## src/rtl/dodge_obstacle_renderer.sv

```systemverilog
// dodge_obstacle_renderer: pixel-stage dodge game core (FSM, player, falling obstacles, LFSR spawner, collision, score, RGB)
// Optional feature macro: DIFFICULTY_RAMP_EN (fall speed grows with score[7:4], capped at 15 px/frame)
module dodge_obstacle_renderer #(
    parameter int          NUM_OBS      = 4,
    parameter int          OBS_SIZE     = 16,
    parameter int          PLAYER_W     = 32,
    parameter int          PLAYER_H     = 16,
    parameter int          PLAYER_Y     = 448,
    parameter int          FALL_SPEED   = 4,
    parameter int          PLAYER_SPEED = 4,
    parameter int          SPAWN_FRAMES = 30,
    parameter logic [15:0] LFSR_SEED    = 16'hACE1
) (
    input  logic        clk,
    input  logic        reset,
    input  logic [9:0]  x_pixel,
    input  logic [9:0]  y_pixel,
    input  logic        display_enable,
    input  logic        h_sync,
    input  logic        v_sync,
    input  logic        btn_left,
    input  logic        btn_right,
    input  logic        btn_start,
    output logic [3:0]  red,
    output logic [3:0]  green,
    output logic [3:0]  blue,
    output logic        h_sync_out,
    output logic        v_sync_out,
    output logic        de_out,
    output logic [15:0] score,
    output logic        game_over
);
    localparam logic [9:0] P_MAX  = 10'(640 - PLAYER_W);
    localparam logic [9:0] O_MAX  = 10'(640 - OBS_SIZE);
    localparam logic [9:0] P_HOME = 10'((640 - PLAYER_W) / 2);
    localparam int         CW     = (SPAWN_FRAMES > 1) ? $clog2(SPAWN_FRAMES) : 1;

    typedef enum logic [1:0] {IDLE, PLAY, OVER} state_t;

    state_t             state;
    logic [9:0]         player_x, player_nx;
    logic [NUM_OBS-1:0] obs_act, act_mv, free_oh;
    logic [9:0]         obs_x [NUM_OBS];
    logic [9:0]         obs_y [NUM_OBS];
    logic [9:0]         mv_y  [NUM_OBS];
    logic [15:0]        lfsr;
    logic [CW-1:0]      spawn_cnt;
    logic               hit, start_q;
    logic               frame_tick, start_rise, on_player, on_obs, spawn_now;
    logic [9:0]         fall, sum_x, spawn_x;
    logic [16:0]        score_sum;
    logic [15:0]        score_nx;
    logic [11:0]        rgb;

    assign frame_tick = x_pixel == 10'd0 && y_pixel == 10'd480;
    assign start_rise = btn_start && !start_q;
    assign on_player  = x_pixel >= player_x && x_pixel < player_x + 10'(PLAYER_W) &&
                        y_pixel >= 10'(PLAYER_Y) && y_pixel < 10'(PLAYER_Y + PLAYER_H);
    assign spawn_now  = spawn_cnt == CW'(SPAWN_FRAMES - 1);
    assign free_oh    = ~act_mv & (act_mv + NUM_OBS'(1));
    assign sum_x      = {1'b0, lfsr[8:0]} + {3'b000, lfsr[15:9]};
    assign spawn_x    = sum_x > O_MAX ? O_MAX : sum_x;
    assign score_nx   = score_sum[16] ? 16'hFFFF : score_sum[15:0];
    assign player_nx  = (btn_left && !btn_right) ? (player_x < 10'(PLAYER_SPEED) ? 10'd0 : player_x - 10'(PLAYER_SPEED)) :
                        (btn_right && !btn_left) ? (player_x > P_MAX - 10'(PLAYER_SPEED) ? P_MAX : player_x + 10'(PLAYER_SPEED)) :
                        player_x;
    assign rgb        = !display_enable ? 12'h000 :
                        on_player ? (state == OVER ? 12'hF00 : 12'h0F0) :
                        on_obs ? 12'h840 : 12'h000;

`ifdef DIFFICULTY_RAMP_EN
    logic [4:0] ramp;
    assign ramp = 5'(FALL_SPEED) + {1'b0, score[7:4]};
    assign fall = ramp > 5'd15 ? 10'd15 : {5'd0, ramp};
`else
    assign fall = 10'(FALL_SPEED);
`endif

    // Does the current pixel fall inside any live obstacle square
    always_comb begin
        on_obs = 1'b0;
        for (int i = 0; i < NUM_OBS; i++)
            on_obs = on_obs | (obs_act[i] && x_pixel >= obs_x[i] && x_pixel < obs_x[i] + 10'(OBS_SIZE) &&
                               y_pixel >= obs_y[i] && y_pixel < obs_y[i] + 10'(OBS_SIZE));
    end

    // One frame of falling: new rows, survivors, and score after retirements
    always_comb begin
        act_mv    = '0;
        score_sum = {1'b0, score};
        for (int i = 0; i < NUM_OBS; i++) begin
            mv_y[i]   = obs_y[i] + fall;
            act_mv[i] = obs_act[i] && mv_y[i] < 10'd480;
            score_sum = score_sum + 17'(obs_act[i] && mv_y[i] >= 10'd480);
        end
    end

    // Game state: start edge, per-frame updates, sticky hit flag, free-running LFSR
    always_ff @(posedge clk) begin
        if (reset) begin
            state     <= IDLE;
            player_x  <= P_HOME;
            obs_act   <= '0;
            score     <= '0;
            game_over <= 1'b0;
            lfsr      <= LFSR_SEED;
            spawn_cnt <= '0;
            hit       <= 1'b0;
            start_q   <= 1'b0;
            for (int i = 0; i < NUM_OBS; i++) begin
                obs_x[i] <= '0;
                obs_y[i] <= '0;
            end
        end else begin
            lfsr    <= {1'b0, lfsr[15:1]} ^ (lfsr[0] ? 16'hB400 : 16'h0000);
            start_q <= btn_start;
            if (state != PLAY) begin
                if (start_rise) begin
                    state     <= PLAY;
                    game_over <= 1'b0;
                    player_x  <= P_HOME;
                    obs_act   <= '0;
                    score     <= '0;
                    spawn_cnt <= '0;
                    hit       <= 1'b0;
                end
            end else if (frame_tick) begin
                hit <= 1'b0;
                if (hit) begin
                    state     <= OVER;
                    game_over <= 1'b1;
                end else begin
                    player_x  <= player_nx;
                    score     <= score_nx;
                    spawn_cnt <= spawn_now ? '0 : spawn_cnt + CW'(1);
                    obs_act   <= act_mv | (spawn_now ? free_oh : '0);
                    for (int i = 0; i < NUM_OBS; i++) begin
                        obs_y[i] <= (spawn_now && free_oh[i]) ? 10'd0 : mv_y[i];
                        obs_x[i] <= (spawn_now && free_oh[i]) ? spawn_x : obs_x[i];
                    end
                end
            end else if (display_enable && on_player && on_obs) begin
                hit <= 1'b1;
            end
        end
    end

    // Pixel output stage: colour and syncs share one register so they stay aligned
    always_ff @(posedge clk) begin
        if (reset) begin
            {red, green, blue} <= 12'h000;
            h_sync_out         <= 1'b1;
            v_sync_out         <= 1'b1;
            de_out             <= 1'b0;
        end else begin
            {red, green, blue} <= rgb;
            h_sync_out         <= h_sync;
            v_sync_out         <= v_sync;
            de_out             <= display_enable;
        end
    end
endmodule

```

## config.mk

```make
export PLATFORM = sky130hd
export DESIGN_NAME = dodge_obstacle_renderer
export DESIGN_NICKNAME = d
export VERILOG_FILES = /design/src/rtl/dodge_obstacle_renderer.sv
export SDC_FILE = /design/constraint.sdc
export NUM_CORES = 1
export LEC_CHECK = 0
export CAP_MARGIN = 40
export CORE_MARGIN = 4
export CORE_UTILIZATION = 61
export CTS_BUF_LIST = sky130_fd_sc_hd__clkbuf_8 sky130_fd_sc_hd__clkbuf_16
export DETAILED_ROUTE_END_ITERATION = 8
export PLACE_DENSITY = 0.82
export SKIP_CTS_REPAIR_TIMING = 1
export SYNTH_ARGS = -nofsm -noshare
export SYNTH_HDL_FRONTEND = slang
export SYNTH_SLANG_ARGS = --single-unit
```

## constraint.sdc

```tcl
create_clock -name clk -period 4.3 [get_ports clk]
set_input_delay 0.86 -clock clk [delete_from_list [all_inputs] [get_ports clk]]
set_output_delay 0.86 -clock clk [all_outputs]
set_load 0.05 [all_outputs]
```

==> impl_results.md <==
- First DRT Iteration DRCs: 666
- Critical Path Max Stage Delay: 0.51 ns
- Hold path start: lfsr[12]
- Clock transition at the registers of the reported paths: 0.06 ns
- Die H: 136 microns
- Most frequent cells in the layout: ha_1, inv_1, nor2_1, edfxtp_1, xnor2_1
- Setup tns final: 0 ns
- Final Max Tran Viols: 0
- Proportion of power drawn by flip-flops and latches: 43.0%
- Primary FF master, synth: edfxtp_1
- Max Clk Rate: 0.244 GHz
- R2R setup slack: 0.21 ns
- Commonest non-fill, non-tap cell in the layout: ha_1
- PortBufs: 55
- Clock Skews: 0.00539 ns
- Final hold vios: 0
- Critical Path Fanout Max: 13
- Initial Util: 62.7%
- Layout fillers: 1198
- Number of distinct library cells after synthesis: 71
- Number of synthesized flops with an enable pin: 72
- Diodes inserted: 0
- Fin area: 11500 sq um
- Layout area overhead: 15.1%
- Final Cycle Share: 95.2%
- First-pass GRT wire length: 40.3 mm
- Pre-antenna DRT Iters: 5
- Largest net degree at the start of global routing: 40
- CP Class: reg -> reg
- Root Buffer: clkbuf_16
- Synth async-reset ratio: 0%
- Gr usage total: 27.4%
- Switching Share: 26.2%
- VDD IR-drop max: 237 uV
- Worst r2r path cells: 16
- # DRC: 0
- Reg area: 3360 sq um
- Worst path required time: 4.59 ns
- Die ar.: 18500 sq um
- Worst hold slack: 0.437 ns
- Clock Path Buffers: 2
- Layout cells sized above 1: 7.06%
- Synthesis-stage register bit count: 132
- Sink Count: 132
- Vias in the first global route: 8432
- Final setup fails: 0
- Hold crit path type: reg -> reg
- Post-DR vias/cell: 5.94
- Wirelength, routed: 24.1 mm
- DR WL/cell: 17.2 microns
- Mapped Area: 9990 sq um
- Startpoint Class: flop
- Final HPWL DP: 18.5 mm
- Hold Path Stages: 1
- Rows: 46
- Tmin final: 4.09 ns
- Pwr Density: 284 nW/um^2
- Syn_area_per_cell: 9.08 sq um
- Top cell by count, worst path: fa_1
- CTS tree: yes
- NumNets Final: 1370
- Vias: 8355
- Core ar.: 15900 sq um
- Cell area after placement: 10900 sq um
- CP endpoint kind: flop
- GRT overflow: 0
- H-tree Lvls: 4
- Syn. warnings: 0
- DIE WIDTH: 136 microns
- Initial antenna violation count: 0
- Pleak: 4.77 nW
- Synth Instances: 1100
- Hold Path Sink: lfsr[11]
- Clock buffer count from CTS: 17
- Status: complete, no violations
- Register area share after synthesis: 33.7%
- Max_cap viols: 0
- Area of the multi-input gates: 6060 sq um
- Worst Tran Pin Value: 0.857 ns
- Worst r2r src: obs_y[0][4]
- Max-slew headroom: 42.7%
- Comb pwr share: 15.6%
- CP max-delay cell: fa_1
- CP Cell Sequence: nand3_1 -> or4_1 -> and2_1 -> o31ai_2 -> nand2_1 -> fa_1 -> inv_1 -> fa_1 -> fa_1 -> nand3_2 -> nor3_4 -> and3_1 -> nand4_1 -> nor2_4 -> o21ai_0 -> a21oi_1
- Ports: 60
- Clock power share: 41.5%
- Power Total: 3.26 mW
- Reg-to-Reg End: score[1]
- Clk_lat worst skew: 0.42 ns
- Worst path arrival time: 4.38 ns
- P_sw: 0.856 mW
- Routed Antenna Nets: 0
- Routability Congestion: 0.923
- Power Internal: 2.41 mW
kinds of logic (layout without fill, tap and decap cells):
kind of cell	count (synthesis)	in the layout	synth area share (%)
flops	132	132	33.7
compound gates	238	238	15.6
buf+inv	151	238	6.07
simple gates	339	339	17.1
other cells	1	4	0.0375
fa+ha+maj	165	165	21.0
mux	1	1	0.113
xor+xnor	73	73	6.40
final cells by class:
| class | count | share of cell area (%) |
|---|---|---|
| multi-input combinational | 820 | 52.7 |
| sequential | 132 | 29.2 |
| timing repair buffer | 86 | 6.92 |
| clock buffer | 21 | 4.37 |
| inverter | 120 | 3.92 |
| tap | 216 | 2.35 |
| clock inverter | 11 | 0.479 |
metrics by stage:
stage          std cells  setup WS, ns  utilization (%)
3_3_place_gp        1371        0.0393             68.3
3_5_place_dp        1371        -0.124             68.3
5_1_grt             1406       -0.0179             72.1
6_report            1406         0.205             72.1
4_1_cts             1403        -0.212             71.8
2_1_floorplan       1103         0.344                -
registers in the layout (all words and copies together), names as in the netlist:
signal	flops
de_out	1
game_over	1
green	2
h_sync_out	1
hit	1
lfsr	16
obs_act	4
obs_x	40
obs_y	32
player_x	8
red	2
score	16
spawn_cnt	5
start_q	1
state	1
v_sync_out	1
critical path, delay by kind of cell (launching register included):
family,cells,cell delay (ns)
compound gates,3,0.37
flops,1,0.45
buf+inv,1,0.06
simple gates,9,1.69
fa+ha+maj,3,1.41
power by group through the flow:
stage          registers, mW  logic (mW)  clock network [mW]
3_3_place_gp            1.42       0.477                   0
3_5_place_dp            1.43       0.495                   0
2_1_floorplan           1.42       0.331                   0
6_report                1.40       0.508                1.35
5_1_grt                 1.41       0.571                1.43
4_1_cts                 1.40       0.503                1.37
metal layers:
layer	global-route usage (%)	up-vias	share of wire [%]
li1	-	4084	-
met1	35.6	3934	44
met2	45.7	289	47
met3	4.66	48	5.7
met4	10.4	0	2.7
met5	0	-	0
cells in the mapped netlist (4+ instances only):
master | instances | share of area (%)
nor3_1 | 19 | 0.95
or3_1 | 5 | 0.31
nand2b_1 | 12 | 0.75
o31ai_1 | 5 | 0.38
nor4_1 | 6 | 0.38
or2_2 | 12 | 0.75
o31a_1 | 4 | 0.35
a2111oi_0 | 6 | 0.53
nand2_1 | 57 | 2.1
nor2_1 | 97 | 3.6
o211ai_1 | 13 | 0.98
clkbuf_1 | 19 | 0.71
nand4_1 | 15 | 0.94
nand3_1 | 45 | 2.3
dfxtp_1 | 60 | 12
nor2b_1 | 24 | 1.5
ha_1 | 161 | 20
a211oi_1 | 10 | 0.75
o2111ai_1 | 5 | 0.44
and3_1 | 12 | 0.75
fa_1 | 4 | 0.80
o21a_1 | 8 | 0.60
xor2_1 | 7 | 0.61
o21ai_0 | 56 | 2.8
a21o_1 | 16 | 1.2
xnor2_1 | 66 | 5.8
and4_1 | 5 | 0.44
inv_1 | 120 | 4.5
a211o_1 | 5 | 0.44
a21oi_1 | 63 | 3.2
and2_1 | 15 | 0.94
edfxtp_1 | 72 | 22
buf_4 | 10 | 0.75
how the worst max path moves through the flow:
stage / start / to / slack (ns) / cells after the start
detailed placement: obs_y[0][2] / score[6] / -0.12 / 16
CTS: obs_y[0][4] / score[1] / -0.21 / 16
global placement: obs_y[0][4] / score[9] / 0.04 / 16
floorplan: obs_y[0][7] / score[1] / 0.34 / 17
finish: obs_y[0][4] / score[1] / 0.21 / 16
global route: obs_y[0][4] / score[14] / -0.02 / 16
Power figures use the tool's default switching activity.
